`config.mk`:
```
export PLATFORM = sky130hd
export DESIGN_NAME = qa_drv_hc_credit_gate
export DESIGN_NICKNAME = d
export VERILOG_FILES = /design/src/rtl/qa_drv_hc_pkg.sv /design/src/rtl/qa_drv_hc_can_issue_chan.sv /design/src/rtl/qa_drv_hc_credit_gate.sv
export SDC_FILE = /design/constraint.sdc
export NUM_CORES = 1
export LEC_CHECK = 0
export CORE_MARGIN = 1
export CORE_UTILIZATION = 35
export DETAILED_ROUTE_END_ITERATION = 6
export PLACE_DENSITY_LB_ADDON = 0.15
export SYNTH_ARGS = -nofsm -noshare
export SYNTH_HDL_FRONTEND = slang
export SYNTH_SLANG_ARGS = --single-unit
export TNS_END_PERCENT = 50
```
`constraint.sdc`:
```
create_clock -name clk -period 2.6 [get_ports clk]
set_clock_uncertainty 0.2 [all_clocks]
set_input_delay 0.39 -clock clk [delete_from_list [all_inputs] [get_ports clk]]
set_output_delay 0.39 -clock clk [all_outputs]
set_load 0.01 [all_outputs]
```
`src/rtl/qa_drv_hc_pkg.sv`:
```
// Shared definitions for the QA host-channel driver issue gate.
// Holds the stall-counter default width and the budget width helper.
package qa_drv_hc_pkg;

  localparam int STALL_CNT_W_DEFAULT = 16;

  // Width of a budget register able to hold 0..slack, never narrower than one bit.
  function automatic int calc_budget_w(input int slack);
    int w;
    w = $clog2(slack + 1);
    return (w < 1) ? 1 : w;
  endfunction

endpackage

```
`src/rtl/qa_drv_hc_can_issue_chan.sv`:
```
// Single-channel issue gate: registered almostfull, post-almostfull slack budget,
// sticky overflow flag and saturating stall counter.
module qa_drv_hc_can_issue_chan
  import qa_drv_hc_pkg::*;
#(
  parameter int SLACK       = 4,
  parameter int STALL_CNT_W = STALL_CNT_W_DEFAULT
) (
  input  logic                   clk,
  input  logic                   reset,
  input  logic                   almostfull,
  input  logic                   issue,
  input  logic                   stat_clear,
  output logic                   can_issue,
  output logic                   overflow_err,
  output logic [STALL_CNT_W-1:0] stall_count
);

  localparam int                   BW        = calc_budget_w(SLACK);
  localparam logic [BW-1:0]        SLACK_LD  = BW'(SLACK);
  localparam logic [STALL_CNT_W-1:0] STALL_MAX = {STALL_CNT_W{1'b1}};

  logic                   r_af;
  logic [BW-1:0]          r_budget;
  logic                   r_err;
  logic [STALL_CNT_W-1:0] r_stall;

  logic w_budget_nz;
  logic w_can_issue;

  // Permission is decoded from registers only, so issue/almostfull never reach it combinationally.
  assign w_budget_nz = (r_budget != {BW{1'b0}});
  assign w_can_issue = ~r_af | w_budget_nz;

  // Almostfull register and slack budget; budget is refilled whenever the registered flag is low.
  always_ff @(posedge clk) begin
    if (reset) begin
      r_af     <= 1'b1;
      r_budget <= {BW{1'b0}};
    end else begin
      r_af <= almostfull;
      if (!r_af) begin
        r_budget <= SLACK_LD;
      end else if (issue && w_budget_nz) begin
        r_budget <= r_budget - BW'(1'b1);
      end else begin
        r_budget <= r_budget;
      end
    end
  end

  // Sticky overflow: an issue taken while permission was withheld.
  always_ff @(posedge clk) begin
    if (reset) begin
      r_err <= 1'b0;
    end else if (issue && !w_can_issue) begin
      r_err <= 1'b1;
    end else begin
      r_err <= r_err;
    end
  end

  // Saturating stall counter; stat_clear wins over a same-cycle stall.
  always_ff @(posedge clk) begin
    if (reset) begin
      r_stall <= {STALL_CNT_W{1'b0}};
    end else if (stat_clear) begin
      r_stall <= {STALL_CNT_W{1'b0}};
    end else if (!w_can_issue && (r_stall != STALL_MAX)) begin
      r_stall <= r_stall + STALL_CNT_W'(1'b1);
    end else begin
      r_stall <= r_stall;
    end
  end

  assign can_issue    = w_can_issue;
  assign overflow_err = r_err;
  assign stall_count  = r_stall;

endmodule

```
`src/rtl/qa_drv_hc_credit_gate.sv`:
```
// Multi-channel issue gate between the host-channel arbiters and the QA TX FIFOs.
// Channels are independent replicas of the single-channel gate.
module qa_drv_hc_credit_gate
  import qa_drv_hc_pkg::*;
#(
  parameter int N_CHANNELS  = 2,
  parameter int SLACK       = 4,
  parameter int STALL_CNT_W = STALL_CNT_W_DEFAULT
) (
  input  logic                              clk,
  input  logic                              reset,
  input  logic [N_CHANNELS-1:0]             almostfull,
  input  logic [N_CHANNELS-1:0]             issue,
  input  logic                              stat_clear,
  output logic [N_CHANNELS-1:0]             can_issue,
  output logic [N_CHANNELS-1:0]             overflow_err,
  output logic [N_CHANNELS*STALL_CNT_W-1:0] stall_count
);

  for (genvar g = 0; g < N_CHANNELS; g++) begin : g_chan
    qa_drv_hc_can_issue_chan #(
      .SLACK       (SLACK),
      .STALL_CNT_W (STALL_CNT_W)
    ) u_chan (
      .clk          (clk),
      .reset        (reset),
      .almostfull   (almostfull[g]),
      .issue        (issue[g]),
      .stat_clear   (stat_clear),
      .can_issue    (can_issue[g]),
      .overflow_err (overflow_err[g]),
      .stall_count  (stall_count[g*STALL_CNT_W +: STALL_CNT_W])
    );
  end

endmodule

```
==> results of run 1 <==
sequential cells by signal, summed over array words and instances (netlist names):
register                    flops
g_chan.u_chan.overflow_err      2
g_chan.u_chan.r_af              2
g_chan.u_chan.r_budget          6
g_chan.u_chan.stall_count      32
final cells by class:
cell class	count	area [µm²]	area share, %
multi-input cells	176	1135	42.68
flip-flops and latches	42	840.8	31.62
repair buffers	46	452.9	17.04
clock buffers	7	76.32	2.871
clock inverters	1	30.03	1.129
well taps	72	90.09	3.388
inverters	9	33.78	1.271
cells in the mapped netlist (all sizes together):
library cell  count
dfxtp            42
a21oi            20
nand2            20
nor2             15
o21ai            12
or3              11
buf              10
nand4            10
or4              10
inv               9
nand3             9
o31ai             7
ha                6
mux2i             6
nor4              6
or2               6
a31oi             5
clkbuf            5
nor3              4
o41ai             4
and3              3
o311ai            3
a211oi            2
and4              2
nor2b             2
xnor2             2
a311oi            1
a41o              1
and2              1
and4b             1
nand2b            1
nand4b            1
nor3b             1
o211ai            1
o21a              1
o31a              1
or2b              1
final timing paths:
kind                                startpoint                              end  slack (ns)  cells after the start
hold / removal           g_chan[1].u_chan.r_af     g_chan[1].u_chan.r_budget[2]        0.27                      1
setup / recovery  g_chan[0].u_chan.r_budget[0]                     can_issue[0]        0.20                      5
hold reg to reg          g_chan[1].u_chan.r_af     g_chan[1].u_chan.r_budget[2]        0.27                      1
setup reg to reg  g_chan[1].u_chan.r_budget[0]  g_chan[1].u_chan.stall_count[6]        0.37                      8
per-layer routing:
layer / share of wire (%) / up-vias
met5: 0 / -
met1: 52 / 954
li1: - / 985
met2: 44 / 32
met4: 1.3 / 0
met3: 3.5 / 6
what timing repair did:
| action | CTS | global route |
|---|---|---|
| endpoints found under the setup margin | 0 | 1 |
| resized for setup | 0 | 1 |
| hold buffers | 0 | 0 |
stage by stage:
| stage | total power [mW] | setup slack (ns) | area, µm² | std cells | hold slack [ns] |
|---|---|---|---|---|---|
| 2_1_floorplan | 0.8158 | 0.5033 | 2095 | 242 | 0.2230 |
| 3_3_place_gp | 0.8552 | 0.4301 | 2550 | 345 | 0.2609 |
| 3_5_place_dp | 0.8583 | 0.3919 | 2550 | 345 | 0.2603 |
| 4_1_cts | 1.375 | 0.06628 | 2656 | 353 | 0.2787 |
| 5_1_grt | 1.421 | 0.06230 | 2659 | 353 | 0.3168 |
| 6_report | 1.361 | 0.2044 | 2659 | 353 | 0.2688 |
cells by family after synthesis:
group           after synthesis
compound gates               58
fa+ha+maj                     6
buf+inv                      24
xor+xnor                      2
simple gates                104
flops                        42
mux                           6
worst max-delay path, stage by stage, from the launching register on:
cell             delay, ns
dfxtp_1               0.35
inv_1                 0.05
ha_1                  0.19
ha_1                  0.24
nand2_1               0.13
clkdlybuf4s50_1       0.56
power by group:
| group | switching [mW] | internal [mW] | leakage (nW) |
|---|---|---|---|
| clock network | 0.231 | 0.288 | 0.0524 |
| logic | 0.0847 | 0.0789 | 0.505 |
| registers | 0.0148 | 0.663 | 0.341 |
==> metrics.csv, run 1 <==
metric,value,unit
die_h,79.36,µm
finalCriticalPeriod,2.396,ns
mostFrequentLayoutCells,"dfxtp_1, clkdlybuf4s50_1, nand2_1, a21oi_1, nor2_1",
ctsHtreeMaxLevel,2,
crit_path_start_kind,flip-flop,
fmax,417.4,MHz
clock_latency,0.29,ns
synth_compound_area_share,17.68,%
synth.top_cells.by_area,"dfxtp_1, a21oi_1, ha_1",
antenna_found_initial,0,
drive_above_1_share,7.473,%
timing.final.crit_share,92.14,%
vias,1977,
first_pass_iters,4,
antenna_cells,0,
grtUsageTotal,16.91,%
status,finished clean,
postSynthCellCount,242,
post_cts.repair.setup_buffers,0,
use_met2,25.26,%
gr-usage-met1,23.23,%
cts_root_buffer,clkbuf_8,
synth_fa_ha_area_share,3.584,%
synth.largest_area_cell,dfxtp_1,
wl_per_cell,13.86,µm
io_pins,43,
syn_nets,255,
synthSimpleGateAreaFrac,29.21,%
fin_tns_setup,0,ns
top_usage_layer,met2,
netlist.area_leader.share,40.14,%
p_per_area,511.7,nW/µm²
core-area,5642,µm²
clock_path_buffers,2,
finalHoldViolations,0,
worstSetupPathType,flip-flop to output port,
grt_max_degree,26,
fp.dieW,79.36,µm
slew_headroom,59.13,%
tritoncts_num_sinks,42,
p_leak,0.8981,nW
die_area,6298,µm²
yosysSeqAreaShare,40.14,%
cts_tree,yes,
irDropWorstVdd,0.2414,mV
slew_violations,0,
numPortBuffers,42,
cp_max_fo,6,
rows,27,
final_core_util,47.13,%
finalWirelength,4892,µm
clkTransAtPathRegs,0.08,ns
place_hpwl,3465,µm
drc_errors,0,
rsz0062_at_grt,no,
synth_cell_types,47,
tightest_slew,0.6083,ns
detail-route-antenna-nets,0,
finalSetupViolCount,0,
maxCapViolCount,0,
first_iter_violations,101,
syn-mean-instance-area,8.655,µm²
syn_to_final_growth,26.94,%
synth-xor-area-share,0.8363,%
finalNetCount,293,
gr-usage-met3,3.793,%
synth_top_family_by_area,simple AND/OR/NAND/NOR gates,
overflow,0,
gp_congestion,0.7441,
grt_pass1_vias,1780,
critPathCaptureType,output port,
nFillCells,579,
synth-seq-cells,42,
synth_mux_area_share,2.867,%
start_util,37.13,%
critPathArrivalTime,1.81,ns
critPathRequiredTime,2.01,ns
netlist_area,2095,µm²
yosys_warnings,0,
vias_per_cell,5.601,
layout_commonest_cell,dfxtp_1,
grt_pass1_wl,8493,µm
min_path_type,flip-flop to flip-flop,
numCtsBuffers,5,
Note: power is estimated with default switching activity, not from simulation.
==> run 2: changes to the inputs <==
- ABC_AREA: unset -> 1
- CORE_MARGIN: 1 -> 4
==> run 2 against run 1 <==
Sequential power hardly changed. First-iteration DRC count is 56% lower. Combinational power is 12% higher. Via count is 12% higher. Die area is 27% higher. Count of clock-buffer cells in the layout is 1 lower. Utilization is 2.5 points lower. Critical endpoint unchanged.
==> metrics.csv, run 2 <==
metric,value,unit
status,finished clean,
layout_commonest_cell,nand2_1,
grt_pass1_wl,8707,µm
gp_congestion,0.7922,
first_iter_violations,44,
syn_to_final_growth,22.70,%
crit_family,buffers and inverters,
asyncSetResetFlopFracSynth,0,%
timing.final.crit_share,93.36,%
maxCapViolCount,0,
multi_input_area,1245,µm²
io_pins,43,
min_path_type,flip-flop to flip-flop,
ctsHtreeMaxLevel,2,
first_pass_iters,4,
crit_path_start_kind,flip-flop,
nFillCells,687,
tritoncts_num_sinks,42,
yosys_warnings,0,
largest_reg_flops,32,
cts_root_buffer,clkbuf_8,
p_leak,1.037,nW
core-area,6386,µm²
crit_chain,"inv_1, ha_1, ha_1, nand2_2, clkdlybuf4s50_1",
finalHoldViolations,0,
tightest_slew,0.5494,ns
synth-seq-cells,42,
clock_latency,0.30,ns
synth.top_cells.by_area,"dfxtp_1, nand2_1, nor2_1",
die_area,7999,µm²
mostFrequentLayoutCells,"nand2_1, nor2_1, dfxtp_1, clkdlybuf4s50_1, inv_1",
overflow,0,
regArea,840.8,µm²
grtUsageTotal,13.74,%
netlist.area_leader.share,36.23,%
synth.largest_area_cell,dfxtp_1,
vias,2215,
numCtsBuffers,5,
rsz0062_at_grt,no,
critPathRequiredTime,2.01,ns
cts_hold_buf,0,
fp.dieW,89.44,µm
clkTransAtPathRegs,0.08,ns
drc_errors,0,
critPathArrivalTime,1.84,ns
post_cts.repair.setup_buffers,0,
slew_violations,0,
timing.hold.ws,0.2635,ns
critPathCaptureType,output port,
yosysSeqAreaShare,36.23,%
postSynthCellCount,351,
p_per_area,459.9,nW/µm²
antenna_found_initial,0,
cpPeakStageDelay,0.57,ns
rows,29,
antenna_cells,0,
slew_headroom,63.29,%
drive_above_1_share,7.673,%
irDropWorstVdd,0.2905,mV
detail-route-antenna-nets,0,
finalCriticalPeriod,2.427,ns
vias_per_cell,4.733,
synth_cell_types,27,
postLayoutCellArea,2848,µm²
fmax,412.0,MHz
syn_nets,364,
ctsResizeCount,0,
place_area,2753,µm²
wl_per_cell,10.95,µm
syn-mean-instance-area,6.612,µm²
final_core_util,44.59,%
fin_tns_setup,0,ns
synth_common_cells,"nand2_1, nor2_1, dfxtp_1",
place_hpwl,3796,µm
worstSetupPathType,flip-flop to output port,
start_util,36.34,%
die_h,89.44,µm
synth_edf_count,0,
grt_pass1_vias,1987,
cp_slowest_cell,clkdlybuf4s50_1,
synth.most_common_cell,nand2_1,
path_buf_inv,2,
synth_ff_type,dfxtp_1,
clock_path_buffers,2,
numPortBuffers,42,
finalSetupViolCount,0,
grt_max_degree,33,
cts_tree,yes,
finalNetCount,403,
cp_max_fo,9,
cp_common_cell,ha_1,
finalWirelength,5123,µm
netlist_area,2321,µm²
run 2: path summary, 6_finish.rpt:
| path | start | to | cells after the start | slack [ns] |
|---|---|---|---|---|
| hold / removal | g_chan[1].u_chan.r_budget[0] | g_chan[1].u_chan.r_budget[0] | 2 | 0.26 |
| setup reg to reg | g_chan[1].u_chan.stall_count[0] | g_chan[1].u_chan.stall_count[14] | 6 | 0.60 |
| hold reg to reg | g_chan[1].u_chan.r_budget[0] | g_chan[1].u_chan.r_budget[0] | 2 | 0.26 |
| setup / recovery | g_chan[0].u_chan.r_budget[0] | can_issue[0] | 5 | 0.17 |
run 2: where the power goes:
part,switching (mW),leakage [nW],internal [mW]
Combinational,0.100,0.649,0.0828
Clock,0.233,0.0472,0.214
Sequential,0.0148,0.341,0.665
Total,0.348,1.04,0.962
run 2: metrics by stage:
stage	cells	total power [mW]	setup slack, ns
2_1_floorplan	351	0.8270	0.9398
3_3_place_gp	460	0.8767	0.5339
3_5_place_dp	460	0.8810	0.4935
4_1_cts	468	1.332	0.1573
5_1_grt	468	1.387	0.09313
6_report	468	1.310	0.1726
run 2: cell type report:
cell class,count,area share [%]
Clock inverter,2,0.4394
Clock buffer,6,2.900
Timing Repair Buffer,43,15.03
Tap cell,77,3.383
Multi-Input combinational cell,260,43.72
Sequential cell,42,29.53
Inverter,38,5.009
run 2: per-layer routing:
metal	wire [µm]	global-route usage (%)	vias up
li1	-	-	1190
met1	2464	17.07	980
met2	2361	23.38	35
met3	205	2.765	10
met4	91	5.142	0
met5	0	0	-
run 2: logic make-up after synthesis:
| logic type | count (synthesis) | synth area share (%) |
|---|---|---|
| AOI/OAI and AO/OA | 39 | 8.895 |
| xor gates and xnor gates | 1 | 0.3774 |
| adders and majority gates | 6 | 3.234 |
| and+or+nand+nor | 214 | 41.02 |
| DFF | 42 | 36.23 |
| buffers and inverters | 49 | 10.24 |
run 2: worst reg2reg max path: cells and delay by family (launching register included):
family	cells	cell delay, ns
AO/OA/AOI/OAI	1	0.31
adder cells (fa/ha/maj)	1	0.21
AND/OR/NAND/NOR	3	0.69
buffers and inverters	1	0.07
flip-flops	1	0.40
